`src/rtl/booth_pkg.sv`:
```
// Shared types and Booth recoding helpers for the sequential radix-2 Booth multiplier.
// Imported by the iteration step and by the top-level controller.
package booth_pkg;

  typedef enum logic {
    IDLE = 1'b0,
    CALC = 1'b1
  } state_t;

  localparam logic [1:0] BOOTH_NOP = 2'b00;
  localparam logic [1:0] BOOTH_ADD = 2'b01;
  localparam logic [1:0] BOOTH_SUB = 2'b10;

  // {Q[0],Q_1}: 01 adds M, 10 subtracts M, 00/11 leave the accumulator alone.
  function automatic logic [1:0] booth_decode(input logic q0, input logic q_1);
    case ({q0, q_1})
      2'b01:   return BOOTH_ADD;
      2'b10:   return BOOTH_SUB;
      default: return BOOTH_NOP;
    endcase
  endfunction

endpackage

```
`src/rtl/booth_mult_seq_step.sv`:
```
// One combinational radix-2 Booth iteration: conditional add/subtract of M
// followed by an arithmetic right shift of {acc,Q,Q_1}.
module booth_r2_step
  import booth_pkg::*;
#(
  parameter int E = 9
) (
  input  logic [E:0]   acc,
  input  logic [E-1:0] q,
  input  logic         q_1,
  input  logic [E-1:0] m,
  output logic [E:0]   acc_next,
  output logic [E-1:0] q_next,
  output logic         q_1_next
);

  logic [E:0] m_ext;
  logic [E:0] sum;

  always_comb begin
    // One guard bit on the accumulator keeps acc +/- M from overflowing.
    m_ext = {m[E-1], m};
    case (booth_decode(q[0], q_1))
      BOOTH_ADD: sum = acc + m_ext;
      BOOTH_SUB: sum = acc - m_ext;
      default:   sum = acc;
    endcase
    acc_next = {sum[E], sum[E:1]};
    q_next   = {sum[0], q[E-1:1]};
    q_1_next = q[0];
  end

endmodule

```
`src/rtl/booth_mult_seq.sv`:
```
// Sequential radix-2 Booth multiplier with signed/unsigned mode, start/busy/done
// handshake, held product with valid flag, and synchronous abort.
module booth_mult_seq
  import booth_pkg::*;
#(
  parameter int WIDTH = 8
) (
  input  logic               clk,
  input  logic               rst_n,
  input  logic               start,
  input  logic               abort,
  input  logic               is_signed,
  input  logic [WIDTH-1:0]   multiplicand,
  input  logic [WIDTH-1:0]   multiplier,
  output logic [2*WIDTH-1:0] product,
  output logic               busy,
  output logic               done,
  output logic               product_valid
);

  localparam int E     = WIDTH + 1;
  localparam int CNT_W = $clog2(WIDTH + 2);
  localparam logic [CNT_W-1:0] CNT_E   = CNT_W'(E);
  localparam logic [CNT_W-1:0] CNT_ONE = CNT_W'(1);

  state_t             state_reg, state_next;
  logic [E:0]         acc_reg, acc_next;
  logic [E-1:0]       q_reg, q_next;
  logic               q_1_reg, q_1_next;
  logic [E-1:0]       m_reg, m_next;
  logic [CNT_W-1:0]   count_reg, count_next;
  logic [2*WIDTH-1:0] product_reg, product_next;
  logic               busy_reg, busy_next;
  logic               done_reg, done_next;
  logic               valid_reg, valid_next;

  logic [E:0]         step_acc;
  logic [E-1:0]       step_q;
  logic               step_q_1;

  booth_r2_step #(.E(E)) u_step (
    .acc      (acc_reg),
    .q        (q_reg),
    .q_1      (q_1_reg),
    .m        (m_reg),
    .acc_next (step_acc),
    .q_next   (step_q),
    .q_1_next (step_q_1)
  );

  always_ff @(posedge clk or negedge rst_n) begin
    if (!rst_n) begin
      state_reg   <= IDLE;
      acc_reg     <= '0;
      q_reg       <= '0;
      q_1_reg     <= 1'b0;
      m_reg       <= '0;
      count_reg   <= '0;
      product_reg <= '0;
      busy_reg    <= 1'b0;
      done_reg    <= 1'b0;
      valid_reg   <= 1'b0;
    end else begin
      state_reg   <= state_next;
      acc_reg     <= acc_next;
      q_reg       <= q_next;
      q_1_reg     <= q_1_next;
      m_reg       <= m_next;
      count_reg   <= count_next;
      product_reg <= product_next;
      busy_reg    <= busy_next;
      done_reg    <= done_next;
      valid_reg   <= valid_next;
    end
  end

  always_comb begin
    state_next   = state_reg;
    acc_next     = acc_reg;
    q_next       = q_reg;
    q_1_next     = q_1_reg;
    m_next       = m_reg;
    count_next   = count_reg;
    product_next = product_reg;
    busy_next    = busy_reg;
    done_next    = 1'b0;
    valid_next   = valid_reg;
    case (state_reg)
      IDLE: begin
        // Extending by one bit lets the same signed Booth datapath handle unsigned operands.
        if (start && !abort) begin
          m_next     = is_signed ? {multiplicand[WIDTH-1], multiplicand} : {1'b0, multiplicand};
          q_next     = is_signed ? {multiplier[WIDTH-1], multiplier} : {1'b0, multiplier};
          acc_next   = '0;
          q_1_next   = 1'b0;
          count_next = CNT_E;
          state_next = CALC;
          busy_next  = 1'b1;
          valid_next = 1'b0;
        end
      end
      CALC: begin
        if (abort) begin
          state_next = IDLE;
          busy_next  = 1'b0;
        end else begin
          acc_next   = step_acc;
          q_next     = step_q;
          q_1_next   = step_q_1;
          count_next = count_reg - CNT_ONE;
          if (count_reg == CNT_ONE) begin
            product_next = {step_acc[WIDTH-2:0], step_q};
            done_next    = 1'b1;
            valid_next   = 1'b1;
            busy_next    = 1'b0;
            state_next   = IDLE;
          end
        end
      end
      default: state_next = IDLE;
    endcase
  end

  assign product       = product_reg;
  assign busy          = busy_reg;
  assign done          = done_reg;
  assign product_valid = valid_reg;

endmodule

```
`config.mk`:
```
export PLATFORM = sky130hd
export DESIGN_NAME = booth_mult_seq
export DESIGN_NICKNAME = d
export VERILOG_FILES = /design/src/rtl/booth_pkg.sv /design/src/rtl/booth_mult_seq_step.sv /design/src/rtl/booth_mult_seq.sv
export SDC_FILE = /design/constraint.sdc
export NUM_CORES = 1
export LEC_CHECK = 0
export ABC_AREA = 1
export CAP_MARGIN = 0
export CORE_UTILIZATION = 45
export DETAILED_ROUTE_END_ITERATION = 8
export PLACE_DENSITY = 0.71
export RECOVER_POWER = 25
export SKIP_LAST_GASP = 1
export SYNTH_ARGS = -nofsm -noshare
export SYNTH_HDL_FRONTEND = slang
export SYNTH_SLANG_ARGS = --single-unit
```
`constraint.sdc`:
```
create_clock -name clk -period 2.8 [get_ports clk]
set_clock_uncertainty 0.1 [all_clocks]
set_input_delay 0.42 -clock clk [delete_from_list [all_inputs] [get_ports clk]]
set_output_delay 0.42 -clock clk [all_outputs]
set_load 0.02 [all_outputs]
```
Yosys cells after proc, flatten, opt, wreduce, memory -nomap -nowiden
Index checks and enable logic that the tools add are counted.
{"block": "word_totals", "out_inout_bits": 19, "input_bits": 21, "wordCells": 61, "regBits": 53}
{"block": "classes", "n_eq_ne": 9, "n_reduce_logical": 7, "addsub": 3, "bitwise": 2, "n_mux": 30}
{"op": "$pmux W10 S2", "count": 2}
{"op": "$mux W9", "count": 4}
{"op": "$mux W10", "count": 2}
{"op": "$pmux W9 S2", "count": 1}
{"op": "$mux W1", "count": 13}
{"op": "$add A10 B10 Y10", "count": 1}
{"op": "$sub A10 B10 Y10", "count": 1}
{"op": "$mux W4", "count": 2}
{"op": "$pmux W1 S2", "count": 4}
{"op": "$pmux W4 S2", "count": 1}
{"op": "$reduce_and A2 Y1", "count": 3}
{"op": "$reduce_and A3 Y1", "count": 2}
{"op": "$eq A2 B1 Y1 const B", "count": 2}
{"op": "$eq A2 B2 Y1 const B", "count": 2}
{"op": "$eq A4 B1 Y1 const B", "count": 1}
{"op": "$ne A2 B2 Y1 const B", "count": 2}
{"op": "$pmux W2 S2", "count": 1}
{"op": "$sub A4 B1 Y4 const B", "count": 1}
{"op": "$ne A3 B2 Y1 const B", "count": 1}
{"op": "$ne A2 B1 Y1 const B", "count": 1}
{"op": "$not A1 Y1", "count": 2}
{"op": "$logic_and A1 B1 Y1", "count": 1}
{"op": "$logic_not A1 Y1", "count": 1}

Longest topological paths before layout
Gate-level depths: netlist of run 1.
{"block": "logic_depth", "ltp_word": 6, "mapped_depth": 18, "mapped_depth_nobuf": 18}

Modules after synthesis
Synthesis of run 1 repeated with hierarchy kept, for this count alone.
{"block": "hier_totals", "hier_cells": 405, "hier_area_um2": 3088.0}
{"mod": "booth_mult_seq", "seq_area_each_um2": 1326.3, "cells_per_inst": 243, "n_inst": 1, "area_each_um2": 2185.8}
{"mod": "booth_r2_step", "seq_area_each_um2": 0.0, "cells_per_inst": 162, "n_inst": 1, "area_each_um2": 902.1}

Worst setup path before layout of run 1
No wires, ideal clock.
{"block": "synth_timing", "path_type": "register to register", "from": "reg m_reg[0]", "to": "reg acc_reg[8]", "arrival_time_ns": 2.138, "period_less_slack_ns": 2.359, "path_stages_with_launch": 18, "t_required_ns": 2.579, "path_buffers": 0, "setup_slack_ns": 0.441, "setup_ns": 0.121, "cell_sequence": "dfrtp_1 > inv_1 > ha_1 > nand2_1 > nor4_1 > or2_2 > xor2_1 > inv_1 > ha_1 > nand2_1 > nor2_1 > nand2_1 > nor2_1 > nor2_1 > inv_1 > nand2_1 > nand3_1 > nand2_1"}
{"block": "synth_via", "elab_chain_len": 4, "elab_cells_between_ends": 5, "classes_between": "add/sub (2); mux (3)"}
{"element": "start, declared", "line": "booth_mult_seq.sv:30", "text": "logic [E-1:0] m_reg, m_next;"}
{"element": "start signal, assigned", "line": "booth_mult_seq.sv:68", "text": "m_reg <= m_next;"}
{"element": "$sub A10 B10 Y10 / $add A10 B10 Y10 (equally long branches)", "line": "booth_mult_seq_step.sv:25, booth_mult_seq_step.sv:24"}
{"element": "$pmux W10 S2 *", "line": "booth_mult_seq_step.sv:23", "text": "case (booth_decode(q[0], q_1))"}
{"element": "$mux W10 *", "line": "booth_mult_seq.sv:103", "text": "if (abort) begin"}
{"element": "$pmux W10 S2 *", "line": "booth_mult_seq.sv:88", "text": "case (state_reg)"}
{"element": "end signal, assigned", "line": "booth_mult_seq.sv:65", "text": "acc_reg <= acc_next;"}
{"element": "end, declared", "line": "booth_mult_seq.sv:27", "text": "logic [E:0] acc_reg, acc_next;"}
Mark *: on every way between the ends. The rest lies on a longest branch, timed or not. The select of a mux whose other input is x is not followed.
A chain may end at the register's enable or synchronous reset.

Worst setup path after layout of run 1
{"block": "layout_timing", "from": "reg m_reg[0]", "to": "reg product_reg[15], in the netlist product[15]"}
{"block": "layout_via", "elab_chain_len": 2, "elab_cells_between_ends": 3, "classes_between": "add/sub (2); mux (1)"}
{"element": "$sub A10 B10 Y10 / $add A10 B10 Y10 (equally long branches)", "line": "booth_mult_seq_step.sv:25, booth_mult_seq_step.sv:24"}
{"element": "$pmux W10 S2 *", "line": "booth_mult_seq_step.sv:23"}
{"element": "end signal, assigned", "line": "booth_mult_seq.sv:70", "text": "product_reg <= product_next;"}
{"element": "end, declared", "line": "booth_mult_seq.sv:32", "text": "logic [2*WIDTH-1:0] product_reg, product_next;"}
Mark *: on every way between the ends. The rest lies on a longest branch, timed or not.

==> impl_metrics.ini, run 1 <==
[cts]
cts_tree = done
numCtsBuffers = 5
path_clk_slew_ps = 100
h-tree-depth = 2
clock_latency_ps = 320
cts-root-buf = clkbuf_8
clock_path_buffers = 2
cts.sinks = 52

[floorplan]
io_pins = 40
die_h_um = 82.8
start_util = 0.465
num_rows = 29
die_x_um = 82.8
dieArea_um2 = 6850
coreArea_um2 = 6310

[synthesis]
syn-mean-instance-area_um2 = 7.93
ys_ff_latch = 52
syn_area_um2 = 2940
synthAdderAreaFrac = 0.0622
yosys_warnings = 0
synth-compound-area-share = 0.138
ys_seq_area_frac = 0.443
synth_nets = 405
synthMuxAreaShare = 0
synthSimpleGateAreaFrac = 0.238
synth_xor_area_frac = 0.0239
synth_top_family_by_area = simple AND/OR/NAND/NOR gates
ys_types = 34
synth_cells = 370

[global_routing]
grtUsageTotal = 0.198
grt_pass1_vias = 2217
antenna_found_initial = 0
grt_max_degree = 27
overflow = 0
grt_first_pass_wirelength_um = 10100

[timing]
finalHoldViolCount = 0
fin_tns_setup_ps = 0
period_share = 0.917
worst_slew_pin_slew_ps = 1080
finalCriticalPeriod_ps = 2570
holdWs_ps = 379
setup_violations = 0
clock.fmax_mhz = 389
timing.slew.headroom = 0.283
report.final.slew_viol_count = 0

[cells_and_area]
seqCellArea_um2 = 1300
design_area_um2 = 3540
antennaDiodeCount = 0
layout_commonest_cell = nand2_1
area.growth.synth_to_final_pct = 20.5
finalNonFillerCells = 490
layout-drive-gt1-share = 0.0920
fillCellCount = 601
largest_register_ffs = 16
layout.nets = 447
final_cell_mix = nand2_1 (118), dfrtp_1 (52), inv_1 (49), clkdlybuf4s50_1 (38), o21ai_0 (30)
multi_input_area_um2 = 1410

[place]
io_buffers = 39
dp_cells = 479
place_area_um2 = 3370
dp_hpwl_um = 4510
gp_congestion = 0.891

[worst_setup_path]
crit_top_cell = nand2_1
worstPathCellList = inv_1, ha_2, nand2_2, nor4_4, or2_4, xor2_1, inv_1, ha_4, nand2_1, nor2_1, nand2_1, nand2_1, nand2_1, nand3_1, nand2_1, nand2_1, nand2_1
cpPeakStageDelay_ps = 420
path_class = register to register
critPathRequiredTime_ps = 2910
critPathTopFamily = simple AND/OR/NAND/NOR gates
cp-end-kind = register
slowest_stage = dfrtp_1
arrival_ps = 2680
cp-start-kind = register
cp_max_fo = 6
cp_num_buf_inv = 2

[pwr]
powerDensity_nw_per_um2 = 1110
pwr-share-seq = 0.309
pwr-share-comb = 0.577
irDropWorstVdd_uv = 449
internal_power_w = 0.00214
power.share.clock = 0.114
leakage_nw = 1.79
swShare = 0.455
p_total_w = 0.00393
switching_power_w = 0.00179

[routing]
vias = 2454
drc_errors = 0
drt_iter0_drc = 177
viasPerCell = 5.01
dr.pass1.iters = 4
wl_um = 6040
ant_nets = 0
wire_per_inst_um = 12.3

[outcome]
status = completed

[run]
cap_violations = 0

[hold_path]
hp-class = register to register
[metal layers]
layer / part of all wire / track usage / up-vias / routed length (um)
li1: - / - / 1270 / -
met2: 0.45 / 0.318 / 56 / 2710
met3: 0.049 / 0.0473 / 10 / 293
met5: 0 / 0 / - / 0
met1: 0.48 / 0.260 / 1118 / 2930
met4: 0.017 / 0.0707 / 0 / 104
[power groups by stage]
stage / sequential, W / combinational (W) / clock (W)
6_report: 0.00121 / 0.00227 / 0.000448
5_1_grt: 0.00124 / 0.00258 / 0.000490
4_1_cts: 0.00120 / 0.00218 / 0.000457
3_5_place_dp: 0.00121 / 0.00217 / 0
3_3_place_gp: 0.00121 / 0.00212 / 0
2_1_floorplan: 0.00132 / 0.00146 / 0
[cell usage after synthesis, drive strengths merged]
| cell type | n | area, um^2 |
|---|---|---|
| a21oi | 11 | 55.1 |
| nand2 | 120 | 453 |
| nor2 | 18 | 100 |
| a31oi | 1 | 6.26 |
| clkbuf | 2 | 7.51 |
| fa | 1 | 20.0 |
| or2 | 3 | 18.8 |
| inv | 54 | 210 |
| o21a | 1 | 7.51 |
| a22oi | 1 | 7.51 |
| o31ai | 1 | 7.51 |
| ha | 13 | 163 |
| nand3 | 16 | 80.1 |
| nor4 | 1 | 6.26 |
| xor2 | 7 | 61.3 |
| a2bb2oi | 1 | 8.76 |
| o211ai | 7 | 52.6 |
| o22ai | 5 | 31.3 |
| nand3b | 2 | 15.0 |
| o21ai | 39 | 221 |
| xnor2 | 1 | 8.76 |
| dfrtp | 52 | 1300 |
| a21o | 1 | 7.51 |
| buf | 8 | 60.1 |
| nand4 | 4 | 25.0 |
[per-stage QoR]
| step | util | setup slack [ps] |
|---|---|---|
| after floorplan | - | 441 |
| after global placement | 0.534 | 155 |
| after detailed placement | 0.534 | 117 |
| after CTS | 0.550 | 91.7 |
| after global routing | 0.560 | -16.1 |
| final | 0.560 | 233 |
[logic make-up after synthesis]
logic type                 Yosys count
AOI/OAI and AO/OA                   68
xor gates and xnor gates             8
DFF                                 52
and+or+nand+nor                    164
adders and majority gates           14
buffers and inverters               64
[worst reg2reg max path, delay by kind of cell, from the launching register on]
kind | cells | cell delay (ps)
and+or+nand+nor | 12 | 1120
adders and majority gates | 2 | 490
DFF | 1 | 420
buffers and inverters | 2 | 180
xor gates and xnor gates | 1 | 130
[timing repair]
| action | CTS | global route |
|---|---|---|
| setup endpoints to repair | 0 | 4 |
| setup buffers | 0 | 2 |
| resized for setup | 0 | 12 |
| hold buffers | 1 | 0 |
| hold endpoints to repair | 18 | 0 |
[final timing paths]
path	start	endpoint	slack (ps)	depth (start not counted)
worst max-delay path	m_reg[0]$_DFFE_PN0P_	product[15]$_DFFE_PN0P_	230	17
worst min-delay path	product[6]$_DFFE_PN0P_	product[6]$_DFFE_PN0P_	380	2
worst max register to register	m_reg[0]$_DFFE_PN0P_	product[15]$_DFFE_PN0P_	230	17
worst min register to register	product[6]$_DFFE_PN0P_	product[6]$_DFFE_PN0P_	380	2
max in group asynchronous	rst_n	q_reg[1]$_DFFE_PN0P_	550	3
min in group asynchronous	rst_n	product[12]$_DFFE_PN0P_	700	2
[area by class of cell]
| class | count | share of cell area |
|---|---|---|
| Multi-Input combinational cell | 254 | 0.399 |
| Sequential cell | 52 | 0.368 |
| Timing Repair Buffer | 45 | 0.121 |
| Inverter | 54 | 0.0594 |
| Tap cell | 77 | 0.0272 |
| Clock buffer | 5 | 0.0195 |
| Clock inverter | 3 | 0.00601 |
Note: power is estimated with default switching activity, not from simulation.
==> inputs of run 2 (changes only) <==
CORE_MARGIN = 8   (was default)
==> impl_metrics.ini, run 2 (same netlist as run 1, synthesis figures left out) <==
[worst_setup_path]
cp-end-kind = register
reg2reg_depth = 17
worstReg2RegEnd = acc_reg[8]$_DFFE_PN0P_
cpPeakStageDelay_ps = 400
arrival_ps = 2680
slowest_stage = dfrtp_1
cp-start-kind = register
r2r_start = m_reg[1]$_DFFE_PN0P_
critPathRequiredTime_ps = 2920
worstPathCellList = inv_2, ha_4, nand2_2, nor4_4, or2_4, xor2_1, inv_1, ha_4, nand2_1, nor2_2, nand2_1, nor2_1, nor2_1, inv_1, nand2_1, nand3_1, nand2_1
reg2reg_setup_slack_ps = 230
cp_max_fo = 6
path_class = register to register
crit_top_cell = nand2_1

[floorplan]
num_rows = 29
die_x_um = 96.8
coreArea_um2 = 6310
start_util = 0.465
die_h_um = 96.8
io_pins = 40
dieArea_um2 = 9360

[timing]
clock.fmax_mhz = 389
worst_slew_pin_slew_ps = 1380
finalHoldViolCount = 0
finalCriticalPeriod_ps = 2570
rsz0062_at_grt = no
setup_violations = 0
report.final.slew_viol_count = 0
period_share = 0.917
timing.slew.headroom = 0.0780
fin_tns_setup_ps = 0

[routing]
wire_per_inst_um = 13.1
drt_iter0_drc = 77
viasPerCell = 5.02
dr.pass1.iters = 5
wl_um = 6390
ant_nets = 0
drc_errors = 0
vias = 2445

[cells_and_area]
layout_commonest_cell = nand2_1
multi_input_area_um2 = 1420
seqCellArea_um2 = 1300
largest_register_ffs = 16
area.growth.synth_to_final_pct = 20.5
layout.nets = 444
fillCellCount = 571
antennaDiodeCount = 0
layout-drive-gt1-share = 0.0902
final_cell_mix = nand2_1 (117), dfrtp_1 (52), inv_1 (48), clkdlybuf4s50_1 (38), o21ai_0 (30)
finalNonFillerCells = 487

[run]
cap_violations = 0

[cts]
cts_tree = done
cts-root-buf = clkbuf_8
clock_latency_ps = 310
numCtsBuffers = 5
postCtsHoldBufs = 0
cts.sinks = 52
h-tree-depth = 2
clock_path_buffers = 2
path_clk_slew_ps = 110

[global_routing]
grt_pass1_vias = 2404
grt_first_pass_wirelength_um = 11200
grt_max_degree = 28
antenna_found_initial = 0
grtUsageTotal = 0.141
overflow = 0

[place]
io_buffers = 39
dp_cells = 478
gp_congestion = 0.875
dp_hpwl_um = 4850

[pwr]
leakage_nw = 1.79
p_total_w = 0.00397
powerDensity_nw_per_um2 = 1120
irDropWorstVdd_uv = 497

[hold_path]
hp-class = input port to asynchronous set/reset pin

[outcome]
status = completed
[run 2: worst max path at each step]
stage / from / cells after the start / end / slack (ps)
after floorplan: m_reg[0]$_DFFE_PN0P_ / 17 / acc_reg[8]$_DFFE_PN0P_ / 440
after global placement: m_reg[0]$_DFFE_PN0P_ / 17 / acc_reg[8]$_DFFE_PN0P_ / 110
after detailed placement: m_reg[0]$_DFFE_PN0P_ / 17 / acc_reg[8]$_DFFE_PN0P_ / 50
after CTS: m_reg[0]$_DFFE_PN0P_ / 17 / acc_reg[8]$_DFFE_PN0P_ / 50
after global routing: m_reg[1]$_DFFE_PN0P_ / 17 / product[15]$_DFFE_PN0P_ / 20
final: m_reg[1]$_DFFE_PN0P_ / 17 / acc_reg[8]$_DFFE_PN0P_ / 230
[run 2: stage by stage]
| stage | util | hold WS [ps] | setup WS, ps | cell area [um^2] |
|---|---|---|---|---|
| floorplan | - | 24.4 | 441 | 2940 |
| detailed placement | 0.535 | 361 | 50.2 | 3380 |
| CTS | 0.550 | 18.4 | 45.9 | 3470 |
| global placement | 0.535 | 356 | 109 | 3380 |
| global route | 0.560 | 407 | 16.9 | 3540 |
| finish | 0.560 | 301 | 232 | 3540 |
[run 2: where the power goes]
group | internal (W) | switching [W] | total (W)
Clock | 0.000184 | 0.000277 | 0.000462
Sequential | 0.00103 | 0.000186 | 0.00121
Combinational | 0.000942 | 0.00135 | 0.00229
Total | 0.00215 | 0.00181 | 0.00397
[run 2: final cells by class]
| class | instances | area share |
|---|---|---|
| well taps | 77 | 0.0272 |
| flip-flops and latches | 52 | 0.368 |
| clock inverters | 3 | 0.00778 |
| multi-input cells | 254 | 0.402 |
| repair buffers | 42 | 0.116 |
| clock buffers | 5 | 0.0195 |
| inverters | 54 | 0.0594 |
[run 2: worst max-delay path, delay by kind of cell, from the launching register on]
| kind | cells | cell delay, ps |
|---|---|---|
| and+or+nand+nor | 11 | 1170 |
| DFF | 1 | 400 |
| xor gates and xnor gates | 1 | 130 |
| adders and majority gates | 2 | 440 |
| buffers and inverters | 3 | 230 |
[run 2: repair_timing]
item,in CTS,in global routing
gates resized for setup,0,14
endpoints found under the setup margin,0,7
buffers inserted,0,1
[run 2: per-layer routing]
metal  track usage  routed length [um]  part of all wire  vias to the layer above
met3        0.0377                 315             0.049                        9
met1         0.176                3030              0.47                     1112
li1              -                   -                 -                     1264
met2         0.228                2930              0.46                       60
met5             0                   0                 0                        -
met4        0.0521                 114             0.018                        0
==> inputs of run 3 (changes only) <==
GPL_TIMING_DRIVEN = 1   (was default)
RECOVER_POWER = 50   (was 25)
==> impl_metrics.ini, run 3 (same netlist as run 1, synthesis figures left out) <==
[place]
io_buffers = 39
dp_hpwl_um = 4850
gp_congestion = 0.875
dp_cells = 478

[cts]
cts.sinks = 52
clock_latency_ps = 310
cts-root-buf = clkbuf_8
postCtsHoldBufs = 0
clock_path_buffers = 2
path_clk_slew_ps = 110
cts_tree = done
numCtsBuffers = 5
h-tree-depth = 2

[cells_and_area]
finalNonFillerCells = 487
fin_util = 0.558
antennaDiodeCount = 0
fillCellCount = 572
layout_commonest_cell = nand2_1
largest_register_ffs = 16
layout-drive-gt1-share = 0.0878
final_cell_mix = nand2_1 (117), dfrtp_1 (52), inv_1 (48), clkdlybuf4s50_1 (31), o21ai_0 (30)
layout.nets = 444
area.growth.synth_to_final_pct = 19.9

[worst_setup_path]
cp-start-kind = register
arrival_ps = 2680
reg2reg_depth = 17
r2r_start = m_reg[1]$_DFFE_PN0P_
reg2reg_setup_slack_ps = 230
critPathRequiredTime_ps = 2920
worstReg2RegEnd = acc_reg[8]$_DFFE_PN0P_
cp_max_fo = 6
cp-end-kind = register
path_class = register to register

[floorplan]
io_pins = 40
coreArea_um2 = 6310
die_h_um = 96.8
start_util = 0.465
dieArea_um2 = 9360
die_x_um = 96.8
num_rows = 29

[timing]
rsz0062_at_grt = no
timing.slew.headroom = 0.0799
setup_violations = 0
period_share = 0.916
finalCriticalPeriod_ps = 2570
worst_slew_pin_slew_ps = 1380
clock.fmax_mhz = 390
finalHoldViolCount = 0
report.final.slew_viol_count = 0
fin_tns_setup_ps = 0

[routing]
viasPerCell = 5.01
wl_um = 6410
drt_iter0_drc = 81
drc_errors = 0
vias = 2439
wire_per_inst_um = 13.2
dr.pass1.iters = 4
ant_nets = 0

[run]
cap_violations = 0

[pwr]
pwr-share-comb = 0.576
p_total_w = 0.00395
power.share.clock = 0.117
switching_power_w = 0.00181
leakage_nw = 1.80
pwr-share-seq = 0.307
swShare = 0.458
powerDensity_nw_per_um2 = 1120
internal_power_w = 0.00214
irDropWorstVdd_uv = 496

[outcome]
status = completed

[global_routing]
grt_pass1_vias = 2404
grt-busiest-layer = met2
gr-usage-met2 = 0.228
use_met1 = 0.176
grtUsageTotal = 0.141
overflow = 0
antenna_found_initial = 0
use_met3 = 0.0377
grt_max_degree = 28
grt_first_pass_wirelength_um = 11200

[hold_path]
hp-class = input port to asynchronous set/reset pin
run 3: power by group through the flow:
stage | sequential (W) | combinational (W) | clock, W
2_1_floorplan | 0.00132 | 0.00146 | 0
6_report | 0.00121 | 0.00228 | 0.000461
3_5_place_dp | 0.00122 | 0.00220 | 0
4_1_cts | 0.00120 | 0.00220 | 0.000478
5_1_grt | 0.00125 | 0.00259 | 0.000512
3_3_place_gp | 0.00121 | 0.00215 | 0
run 3: final cells by class:
cell class              count  area [um^2]  area share
inverters                  54          210      0.0597
clock inverters             3         27.5     0.00782
flip-flops and latches     52         1300       0.370
multi-input cells         254         1410       0.399
clock buffers               5         68.8      0.0195
repair buffers             42          412       0.117
well taps                  77         96.3      0.0274
run 3: routing by layer:
| metal | wire length, um | share of wire |
|---|---|---|
| met3 | 328 | 0.051 |
| met1 | 3020 | 0.47 |
| met2 | 2960 | 0.46 |
| met5 | 0 | 0 |
| met4 | 96 | 0.015 |
run 3: worst max path at each step:
| stage | from | to | slack, ps | cells after the start |
|---|---|---|---|---|
| 2_1_floorplan | m_reg[0]$_DFFE_PN0P_ | acc_reg[8]$_DFFE_PN0P_ | 440 | 17 |
| 3_3_place_gp | m_reg[0]$_DFFE_PN0P_ | acc_reg[8]$_DFFE_PN0P_ | 110 | 17 |
| 3_5_place_dp | m_reg[0]$_DFFE_PN0P_ | acc_reg[8]$_DFFE_PN0P_ | 50 | 17 |
| 4_1_cts | m_reg[0]$_DFFE_PN0P_ | acc_reg[8]$_DFFE_PN0P_ | 50 | 17 |
| 5_1_grt | m_reg[1]$_DFFE_PN0P_ | product[15]$_DFFE_PN0P_ | 20 | 17 |
| 6_report | m_reg[1]$_DFFE_PN0P_ | acc_reg[8]$_DFFE_PN0P_ | 230 | 17 |
run 3: what timing repair did:
item,in CTS,in global routing
endpoints found under the setup margin,0,7
hold endpoints to repair,0,0
resized for setup,0,14
buffers inserted,0,1
run 3: metrics by stage:
stage	worst slack, ps	area (um^2)	hold WS [ps]
after global placement	109	3380	356
final	234	3520	300
after floorplan	441	2940	24.4
after CTS	45.9	3470	18.4
after detailed placement	50.2	3380	361
after global routing	16.9	3520	402
run 3: worst max-delay path: stages, from the launching register on:
cell     delay (ps)
dfrtp_1         400
inv_2           100
ha_4            140
nand2_2          80
nor4_4          320
or2_4           160
xor2_1          130
inv_1            80
ha_4            300
nand2_1         100
nor2_2          140
nand2_1          60
nor2_1           90
nor2_1           60
inv_1            50
nand2_1          50
nand3_1          60
nand2_1          50
